<file path="config.mk">
export PLATFORM = sky130hd
export DESIGN_NAME = uart_line_receiver
export DESIGN_NICKNAME = d
export VERILOG_FILES = /design/src/rtl/uart_line_receiver.sv
export SDC_FILE = /design/constraint.sdc
export NUM_CORES = 1
export LEC_CHECK = 0
export BUFFER_PORTS_ARGS = -buffer_cell sky130_fd_sc_hd__buf_4
export CAP_MARGIN = 15
export CORE_ASPECT_RATIO = 0.5
export CORE_MARGIN = 8
export CORE_UTILIZATION = 56
export CTS_CLUSTER_SIZE = 28
export DETAILED_ROUTE_END_ITERATION = 6
export GPL_TIMING_DRIVEN = 0
export PLACE_DENSITY = 0.78
export SLEW_MARGIN = 40
export SYNTH_ARGS = -nofsm -noshare
export SYNTH_HDL_FRONTEND = slang
export SYNTH_SLANG_ARGS = --single-unit
</file>
<file path="constraint.sdc">
create_clock -name clk -period 2.83 [get_ports clk]
set_input_delay 0.283 -clock clk [delete_from_list [all_inputs] [get_ports clk]]
set_output_delay 0.283 -clock clk [all_outputs]
set_load 0.02 [all_outputs]
</file>
<file path="src/rtl/uart_line_receiver.sv">
// 8N1 UART receiver with 16x oversampling, feeding a small line editor
// (store / backspace / CR-commit) with an echo register and a registered read port.
module uart_line_receiver #(
    parameter int CLK_HZ = 100000000,
    parameter int BAUD   = 115200,
    parameter int DEPTH  = 32,
    localparam int AW    = $clog2(DEPTH),
    localparam int LW    = $clog2(DEPTH + 1)
) (
    input  logic          clk,
    input  logic          rst_n,
    input  logic          rx,
    output logic          line_valid,
    output logic [LW-1:0] line_len,
    input  logic [AW-1:0] rd_addr,
    output logic [7:0]    rd_data,
    input  logic          line_ack,
    output logic          echo_valid,
    output logic [7:0]    echo_data,
    input  logic          echo_ready,
    output logic          frame_err,
    output logic          overflow
);
    localparam int DIV_RAW = CLK_HZ / (BAUD * 16);
    localparam int DIV     = (DIV_RAW < 1) ? 1 : DIV_RAW;
    localparam int DW      = (DIV > 1) ? $clog2(DIV) : 1;

    typedef enum logic [1:0] {RX_IDLE, RX_START, RX_DATA, RX_STOP} rx_state_t;
    typedef enum logic {ED_EDIT, ED_HOLD} ed_state_t;

    logic            rx_meta_q, rx_sync_q;
    logic [DW-1:0]   div_q;
    logic            tick;
    rx_state_t       rx_state_q;
    logic            armed_q;
    logic [3:0]      tick_cnt_q;
    logic [2:0]      bit_idx_q;
    logic [7:0]      shift_q;
    logic [7:0]      byte_q;
    logic            byte_strobe_q;
    logic            frame_err_q;

    ed_state_t       ed_state_q;
    logic [LW-1:0]   count_q;
    logic [LW-1:0]   line_len_q;
    logic            line_valid_q;
    logic            overflow_q;
    logic            echo_valid_q;
    logic [7:0]      echo_data_q;
    logic [7:0]      rd_data_q;
    logic [7:0]      mem [DEPTH];

    logic            is_print, is_bs, is_cr, is_full;
    logic            wr_en;
    logic            echo_push;
    logic [7:0]      echo_byte;

    always_ff @(posedge clk or negedge rst_n) begin
        if (!rst_n) begin
            rx_meta_q <= 1'b1;
            rx_sync_q <= 1'b1;
            div_q     <= '0;
        end else begin
            rx_meta_q <= rx;
            rx_sync_q <= rx_meta_q;
            div_q     <= tick ? '0 : div_q + 1'b1;
        end
    end

    assign tick = (div_q == DW'(DIV - 1));

    // Start bit is re-checked at its midpoint; every later sample lands mid-bit.
    always_ff @(posedge clk or negedge rst_n) begin
        if (!rst_n) begin
            rx_state_q    <= RX_IDLE;
            armed_q       <= 1'b0;
            tick_cnt_q    <= '0;
            bit_idx_q     <= '0;
            shift_q       <= '0;
            byte_q        <= '0;
            byte_strobe_q <= 1'b0;
            frame_err_q   <= 1'b0;
        end else begin
            byte_strobe_q <= 1'b0;
            frame_err_q   <= 1'b0;
            case (rx_state_q)
                RX_IDLE: begin
                    if (rx_sync_q) begin
                        armed_q <= 1'b1;
                    end else if (armed_q) begin
                        armed_q    <= 1'b0;
                        tick_cnt_q <= '0;
                        rx_state_q <= RX_START;
                    end
                end
                RX_START: begin
                    if (tick) begin
                        if (tick_cnt_q == 4'd7) begin
                            tick_cnt_q <= '0;
                            bit_idx_q  <= '0;
                            rx_state_q <= rx_sync_q ? RX_IDLE : RX_DATA;
                        end else begin
                            tick_cnt_q <= tick_cnt_q + 4'd1;
                        end
                    end
                end
                RX_DATA: begin
                    if (tick) begin
                        tick_cnt_q <= tick_cnt_q + 4'd1;
                        if (tick_cnt_q == 4'd15) begin
                            shift_q   <= {rx_sync_q, shift_q[7:1]};
                            bit_idx_q <= bit_idx_q + 3'd1;
                            if (bit_idx_q == 3'd7) rx_state_q <= RX_STOP;
                        end
                    end
                end
                RX_STOP: begin
                    if (tick) begin
                        tick_cnt_q <= tick_cnt_q + 4'd1;
                        if (tick_cnt_q == 4'd15) begin
                            if (rx_sync_q) begin
                                byte_strobe_q <= 1'b1;
                                byte_q        <= shift_q;
                            end else begin
                                frame_err_q <= 1'b1;
                            end
                            armed_q    <= 1'b0;
                            rx_state_q <= RX_IDLE;
                        end
                    end
                end
                default: rx_state_q <= RX_IDLE;
            endcase
        end
    end

    assign is_print = (byte_q >= 8'h20) && (byte_q <= 8'h7E);
    assign is_bs    = (byte_q == 8'h08) || (byte_q == 8'h7F);
    assign is_cr    = (byte_q == 8'h0D);
    assign is_full  = (count_q == LW'(DEPTH));

    always_comb begin
        wr_en     = 1'b0;
        echo_push = 1'b0;
        echo_byte = byte_q;
        if (byte_strobe_q && ed_state_q == ED_EDIT) begin
            if (is_print && !is_full) begin
                wr_en     = 1'b1;
                echo_push = 1'b1;
            end else if (is_bs && count_q != '0) begin
                echo_push = 1'b1;
                echo_byte = 8'h08;
            end else if (is_cr) begin
                echo_push = 1'b1;
                echo_byte = 8'h0D;
            end
        end
    end

    always_ff @(posedge clk or negedge rst_n) begin
        if (!rst_n) begin
            ed_state_q   <= ED_EDIT;
            count_q      <= '0;
            line_len_q   <= '0;
            line_valid_q <= 1'b0;
            overflow_q   <= 1'b0;
            echo_valid_q <= 1'b0;
            echo_data_q  <= '0;
        end else begin
            overflow_q <= 1'b0;
            if (echo_valid_q && echo_ready) echo_valid_q <= 1'b0;
            // A pending, un-accepted echo wins; the newer echo is lost.
            if (echo_push && (!echo_valid_q || echo_ready)) begin
                echo_valid_q <= 1'b1;
                echo_data_q  <= echo_byte;
            end
            case (ed_state_q)
                ED_EDIT: begin
                    if (byte_strobe_q) begin
                        if (is_print) begin
                            if (is_full) overflow_q <= 1'b1;
                            else         count_q    <= count_q + 1'b1;
                        end else if (is_bs) begin
                            if (count_q != '0) count_q <= count_q - 1'b1;
                        end else if (is_cr) begin
                            line_len_q   <= count_q;
                            line_valid_q <= 1'b1;
                            ed_state_q   <= ED_HOLD;
                        end
                    end
                end
                ED_HOLD: begin
                    if (byte_strobe_q) overflow_q <= 1'b1;
                    if (line_ack) begin
                        line_valid_q <= 1'b0;
                        count_q      <= '0;
                        ed_state_q   <= ED_EDIT;
                    end
                end
                default: ed_state_q <= ED_EDIT;
            endcase
        end
    end

    always_ff @(posedge clk) begin
        if (wr_en) mem[count_q[AW-1:0]] <= byte_q;
    end

    always_ff @(posedge clk or negedge rst_n) begin
        if (!rst_n) rd_data_q <= '0;
        else        rd_data_q <= mem[rd_addr];
    end

    assign line_valid = line_valid_q;
    assign line_len   = line_len_q;
    assign rd_data    = rd_data_q;
    assign echo_valid = echo_valid_q;
    assign echo_data  = echo_data_q;
    assign frame_err  = frame_err_q;
    assign overflow   = overflow_q;
endmodule

</file>
## After elaboration in Yosys (flattened, before gate mapping)

Memory sizes are Yosys's and may differ from the RTL's. A register that Yosys moved wholly into a read port is not among the register bits.
Index checks and enable logic that the tools add are counted.

- $add $sub $neg: 5
- $lt $le $gt $ge: 2
- Equal/unequal tests: 29
- Mux-type cells: 71
- Bitwise logic cells: 3
- Reduce and logical (&&, ||, !) cells: 26

Operators by type and width:

| cell | number |
|---|---|
| 2-to-1 mux 6 bit | 7 |
| 2-to-1 mux 1 bit | 33 |
| 2-to-1 mux 8 bit | 4 |
| != test 2 bit, second input constant | 14 |
| 2-to-1 mux 2 bit | 10 |
| 2-to-1 mux 4 bit | 5 |
| AND reduction 5 bit | 4 |
| equality test 8 x 4 -> 1 bit, second input constant | 2 |
| adder 6 x 1 -> 6 bit, second input constant | 2 |
| equality test 6 bit, second input constant | 2 |
| 2-to-1 mux 3 bit | 4 |
| one-hot mux 4 bit (3 select lines) | 1 |
| one-hot mux 6 bit (2 select lines) | 1 |
| AND reduction 9 bit | 1 |
| equality test 8 x 7 -> 1 bit, second input constant | 1 |
| greater-or-equal comparator 8 x 6 -> 1 bit, second input constant | 1 |
| less-or-equal comparator 8 x 7 -> 1 bit, second input constant | 1 |
| one-hot mux 1 bit (2 select lines) | 4 |
| one-hot mux 2 bit (4 select lines) | 1 |
| AND reduction 4 bit | 2 |
| logical AND 1 bit | 6 |
| != test 3 bit, second input constant | 2 |
| one-hot mux 3 bit (2 select lines) | 1 |
| AND reduction 3 bit | 2 |
| 17 further kinds | 25 |

- Bits in registers: 60
- RAM bits: 256
- Input bits: 10
- Output and inout port bits: 26
- Memories kept: 1

Memories:

| name | words | bits a word | read ports | clocked after Yosys merged registers in | write ports | line | source |
|---|---|---|---|---|---|---|---|
| mem | 32 | 8 | 1 | 1 | 1 | 51 | `logic [7:0] mem [DEPTH];` |

## Longest topological paths before layout

- Depth after elaboration: 8
- Gate-level depth with buffers: 9
- Mapped depth without buffers: 9

## Worst setup path before layout

OpenSTA, ideal clock, no wires.

- Path kind: flip-flop to flip-flop
- From: register byte_q[0]
- To: register count_q[5]
- Library setup time: 80 ps
- Arrival time: 2992 ps
- Required time: 2750 ps
- Setup slack: -242 ps
- Stages on the path, launching flop included: 9
- Clock period less this slack: 3072 ps
- Cells stage by stage: dfrtp_1 nand4b_1 o21bai_1 ha_1 a211oi_1 o21a_1 nor3_1 or4b_1 o211ai_2

- Cells in the longest elaborated chain, start to end: 5
- Elaborated cells between the ends (all ways): 13
- Those cells by class: order compare (2); eq/ne (5); mux (3); reduce/logical (3)

Ends and longest elaborated chain:

| item | line | source |
|---|---|---|
| start: declaration | 39 | `logic [7:0] byte_q;` |
| start signal: assignment | 123 | `byte_q <= shift_q;` |
| greater-or-equal comparator 8 x 6 -> 1 bit or less-or-equal comparator 8 x 7 -> 1 bit (tied branches) | 137 | `assign is_print = (byte_q >= 8'h20) && (byte_q <= 8'h7E);` |
| logical AND 1 bit | 137 |  |
| 2-to-1 mux 6 bit | 180 | `if (is_print) begin` |
| 2-to-1 mux 6 bit | 179 | `if (byte_strobe_q) begin` |
| one-hot mux 6 bit (2 select lines) | 177 | `case (ed_state_q)` |
| end signal: assignment | 182 | `else count_q <= count_q + 1'b1;` |
| end signal: assignment | 184 | `if (count_q != '0) count_q <= count_q - 1'b1;` |
| end: declaration | 44 | `logic [LW-1:0] count_q;` |

Parallel ways exist; a longest one is shown, timed or not. The select of a mux whose other input is x is not followed.
A chain may end at the register's enable or synchronous reset.

## Worst setup path in the final report

- From: register byte_q[7]
- To: memory mem[31][3] (enable)

- Cells in the longest elaborated chain, start to end: 7
- Elaborated cells between the ends (all ways): 8
- Those cells by class: order compare (2); mux (4); reduce/logical (2)

Ends and longest elaborated chain:

| item | line | source |
|---|---|---|
| greater-or-equal comparator 8 x 6 -> 1 bit or less-or-equal comparator 8 x 7 -> 1 bit (tied branches) | 137 |  |
| logical AND 1 bit (*) | 137 |  |
| logical AND 1 bit (*) | 147 | `if (is_print && !is_full) begin` |
| 2-to-1 mux 1 bit (*) | 147 |  |
| 2-to-1 mux 1 bit (*) | 146 | `if (byte_strobe_q && ed_state_q == ED_EDIT) begin` |
| 2-to-1 mux 1 bit (*) | 206 | `if (wr_en) mem[count_q[AW-1:0]] <= byte_q;` |
| 2-to-1 mux 1 bit (not written as such) (*) | 206 |  |
| end: declaration | 51 |  |

Every way passes the cells marked *; elsewhere a longest branch is shown, timed or not.

==> flow_summary.yaml <==
detailed_routing:
  drt_first_pass_iters: 5
  detail_route.wl_per_cell_um: 26.9
  ant_nets: 0
  wl_met3_um: 3240
  drcViolationCount: 0
  routedLengthMet1_um: 11900
  wl_met2_um: 13400
  drt_wl_total_um: 29000
  highest_layer: "met4"
  drt_iter0_drc: 828
  vias_per_cell: 6.37
  vias: 6889
sta:
  slew_violations: 0
  setup_viol: 0
  fin_ws_ns: 0.0344
  clock_skew_ns: 0.0124
  period_minus_slack_ns: 2.80
  relSlewSlack_pct: 43.6
  finalHoldViolCount: 0
  holdWs_ns: 0.104
  fin_crit_sh_pct: 98.8
  worst_slew_pin_slew_ns: 0.846
  rsz0062_at_grt: "true"
  fmax_ghz: 0.358
yosys:
  yosysWarnings: 0
  synth_area_per_cell_um2: 19.2
  synth-seq-cells: 324
  syn_nets: 691
  synthFlopType: "edfxtp_1"
  synth_edf_count: 256
  synthCells: 671
  ys_seq_area_share_pct: 72.8
  async_flop_share_pct: 21.0
  syn-cell-area_um2: 12900
  synth.distinct_cells: 56
die:
  initial_utilization_pct: 56.8
  die_y_um: 123
  rows: 39
  io_pins: 36
  dieArea_um2: 28500
  coreArea_um2: 22700
  die_x_um: 231
clocking:
  cts-root-buf: "clkbuf_16"
  cts_buffer_depth: 3
  clk_pin_slew_ns: 0.06
  cts.sinks: 324
  cts_tree: "yes"
  cts_buffers: 28
  htreeDepth: 1
  clk_latency_ns: 0.54
setup_path:
  endpoint_kind: "flip-flop"
  reg2reg_depth: 5
  crit_fanout: 19
  arrival_ns: 2.97
  reg2reg_from: "byte_q[7]"
  crit_type: "flip-flop to flip-flop"
  rrSetupSlack_ns: 0.03
  rr_endpoint: "mem[31][3]"
  startpoint_type: "flip-flop"
  required_ns: 3.00
global_routing:
  gr-total-overflow: 0
  grt_max_degree: 69
  grt_pass1_vias: 6783
  gr-usage-all-layers_pct: 19.2
  grt_pass1_wl_um: 41100
  antenna_found_initial: 0
cells_and_area:
  final_util_pct: 65.5
  drive_gt1_share_pct: 34.5
  fillers: 1496
  stdcell_area_um2: 14900
  mostFrequentLayoutCell: "edfxtp_1"
  syn2layout_area_growth_pct: 15.4
  layout.nets: 771
  final_cell_mix: "256 x edfxtp_1, 80 x mux4_2, 58 x dfrtp_1, 38 x buf_4, 30 x mux2_2"
flow_run:
  maxCapViolCount: 0
placed_design:
  detailed_place.area_um2: 13600
  port_buffers: 30
  dp_hpwl_um: 16800
  globalplace.congestion: 0.848
  post-place-ws_ns: -0.890
status:
  status: "finished clean"
min_path:
  hold_depth: 3
  worstHoldEndpoint: "echo_valid"
  min-delay-start: "echo_ready"
  holdCritPathClass: "input pin to flip-flop"
power:
  powerDensity_nw_per_um2: 625
  ir_drop_mv: 0.444
  p_total_uw: 9310
  leakage_uw: 0.00436
synthesized netlist by cell type (all sizes together), types with 2 or more instances:
cell,instances,area share [%]
nand4,4,0.19
nor3,5,0.19
a22o,6,0.42
o21ai,12,0.47
nand2b,8,0.39
xor2,3,0.20
or4,3,0.23
nand3,10,0.39
a21oi,9,0.35
or4b,2,0.16
a21o,2,0.12
mux2i,6,0.47
xnor2,3,0.20
nor4,5,0.24
mux2,30,2.6
inv,13,0.38
o21bai,2,0.12
ha,9,0.87
buf,10,0.35
nand2,20,0.58
edfxtp,256,60
dfrtp,66,13
a211oi,3,0.17
o22ai,3,0.15
clkbuf,19,0.55
o21a,4,0.23
o211ai,2,0.16
nor2,48,1.4
dfstp,2,0.41
mux4,80,14
nand3b,3,0.17
a2bb2oi,2,0.18
and2,2,0.097
or2,3,0.15
cell families (layout without fill, tap and decap cells):
family                     count (synthesis)  after routing  synth area share [%]
other                                      0              1                     0
adders and majority gates                 10             10                  1.03
AOI/OAI and AO/OA                         54             54                  2.96
muxes                                    116            116                  17.0
and+or+nand+nor                          119            119                  4.54
buffers and inverters                     42            144                  1.28
DFF                                      324            324                  72.8
xor gates and xnor gates                   6              6                 0.407
critical path: stages (launching register included):
cell,delay [ns]
dfrtp_4,0.58
o21bai_1,0.25
o21bai_4,0.25
nor3_1,0.42
nand3_1,0.41
nor2_2,0.52
what timing repair did:
item,4_1_cts,5_1_grt
hold buffers,3,0
endpoints found under the setup margin,259,170
gates resized for setup,50,6
hold endpoints to repair,68,0
pin swaps,3,3
setup buffers,7,10
metrics by stage:
step,TNS [ns],instances
floorplan,0,671
global placement,-209.40,1008
detailed placement,-133.13,1010
CTS,-1.48,1070
global route,-1.41,1080
finish,0,1081
worst max-delay path by stage:
stage	cells after the start	slack, ns	to	start
finish	5	0.03	mem[31][3]	byte_q[7]
global route	7	-0.05	mem[14][0]	byte_q[7]
CTS	5	-0.08	mem[21][2]	byte_q[7]
detailed placement	5	-0.89	mem[2][1]	byte_q[6]
global placement	5	-1.16	mem[22][7]	byte_q[6]
floorplan	8	0.004	count_q[5]	byte_q[3]
sequential cells by signal, indices dropped and copies added (netlist names), 3 cells and up, named ones only:
name,flops
count_q,6
line_len,6
tick_cnt_q,4
bit_idx_q,3
mem,256
div_q,6
rd_data,8
shift_q,8
byte_q,8
echo_data,8
power breakdown:
| group | internal, uW | leakage (uW) | switching (uW) |
|---|---|---|---|
| sequential | 5110 | 0.00261 | 34.6 |
| combinational | 143 | 0.00129 | 225 |
| clock | 2130 | 0.000455 | 1660 |
| total | 7390 | 0.00436 | 1920 |
final cells by class:
| type | instances | area, um^2 | area share [%] |
|---|---|---|---|
| Sequential cell | 324 | 9420 | 63.3 |
| Buffer | 27 | 110 | 0.739 |
| Clock inverter | 11 | 78.8 | 0.529 |
| Antenna cell | 1 | 2.50 | 0.0168 |
| Tap cell | 307 | 384 | 2.58 |
| Timing Repair Buffer | 52 | 488 | 3.28 |
| Clock buffer | 41 | 835 | 5.60 |
| Multi-Input combinational cell | 305 | 3530 | 23.7 |
| Inverter | 13 | 48.8 | 0.328 |
metal layers:
layer	global-route usage [%]	vias up
met4	4.14	0
met1	26.4	3583
met2	30.7	418
met5	0	-
li1	-	2849
met3	5.52	39
Power figures use the tool's default switching activity.
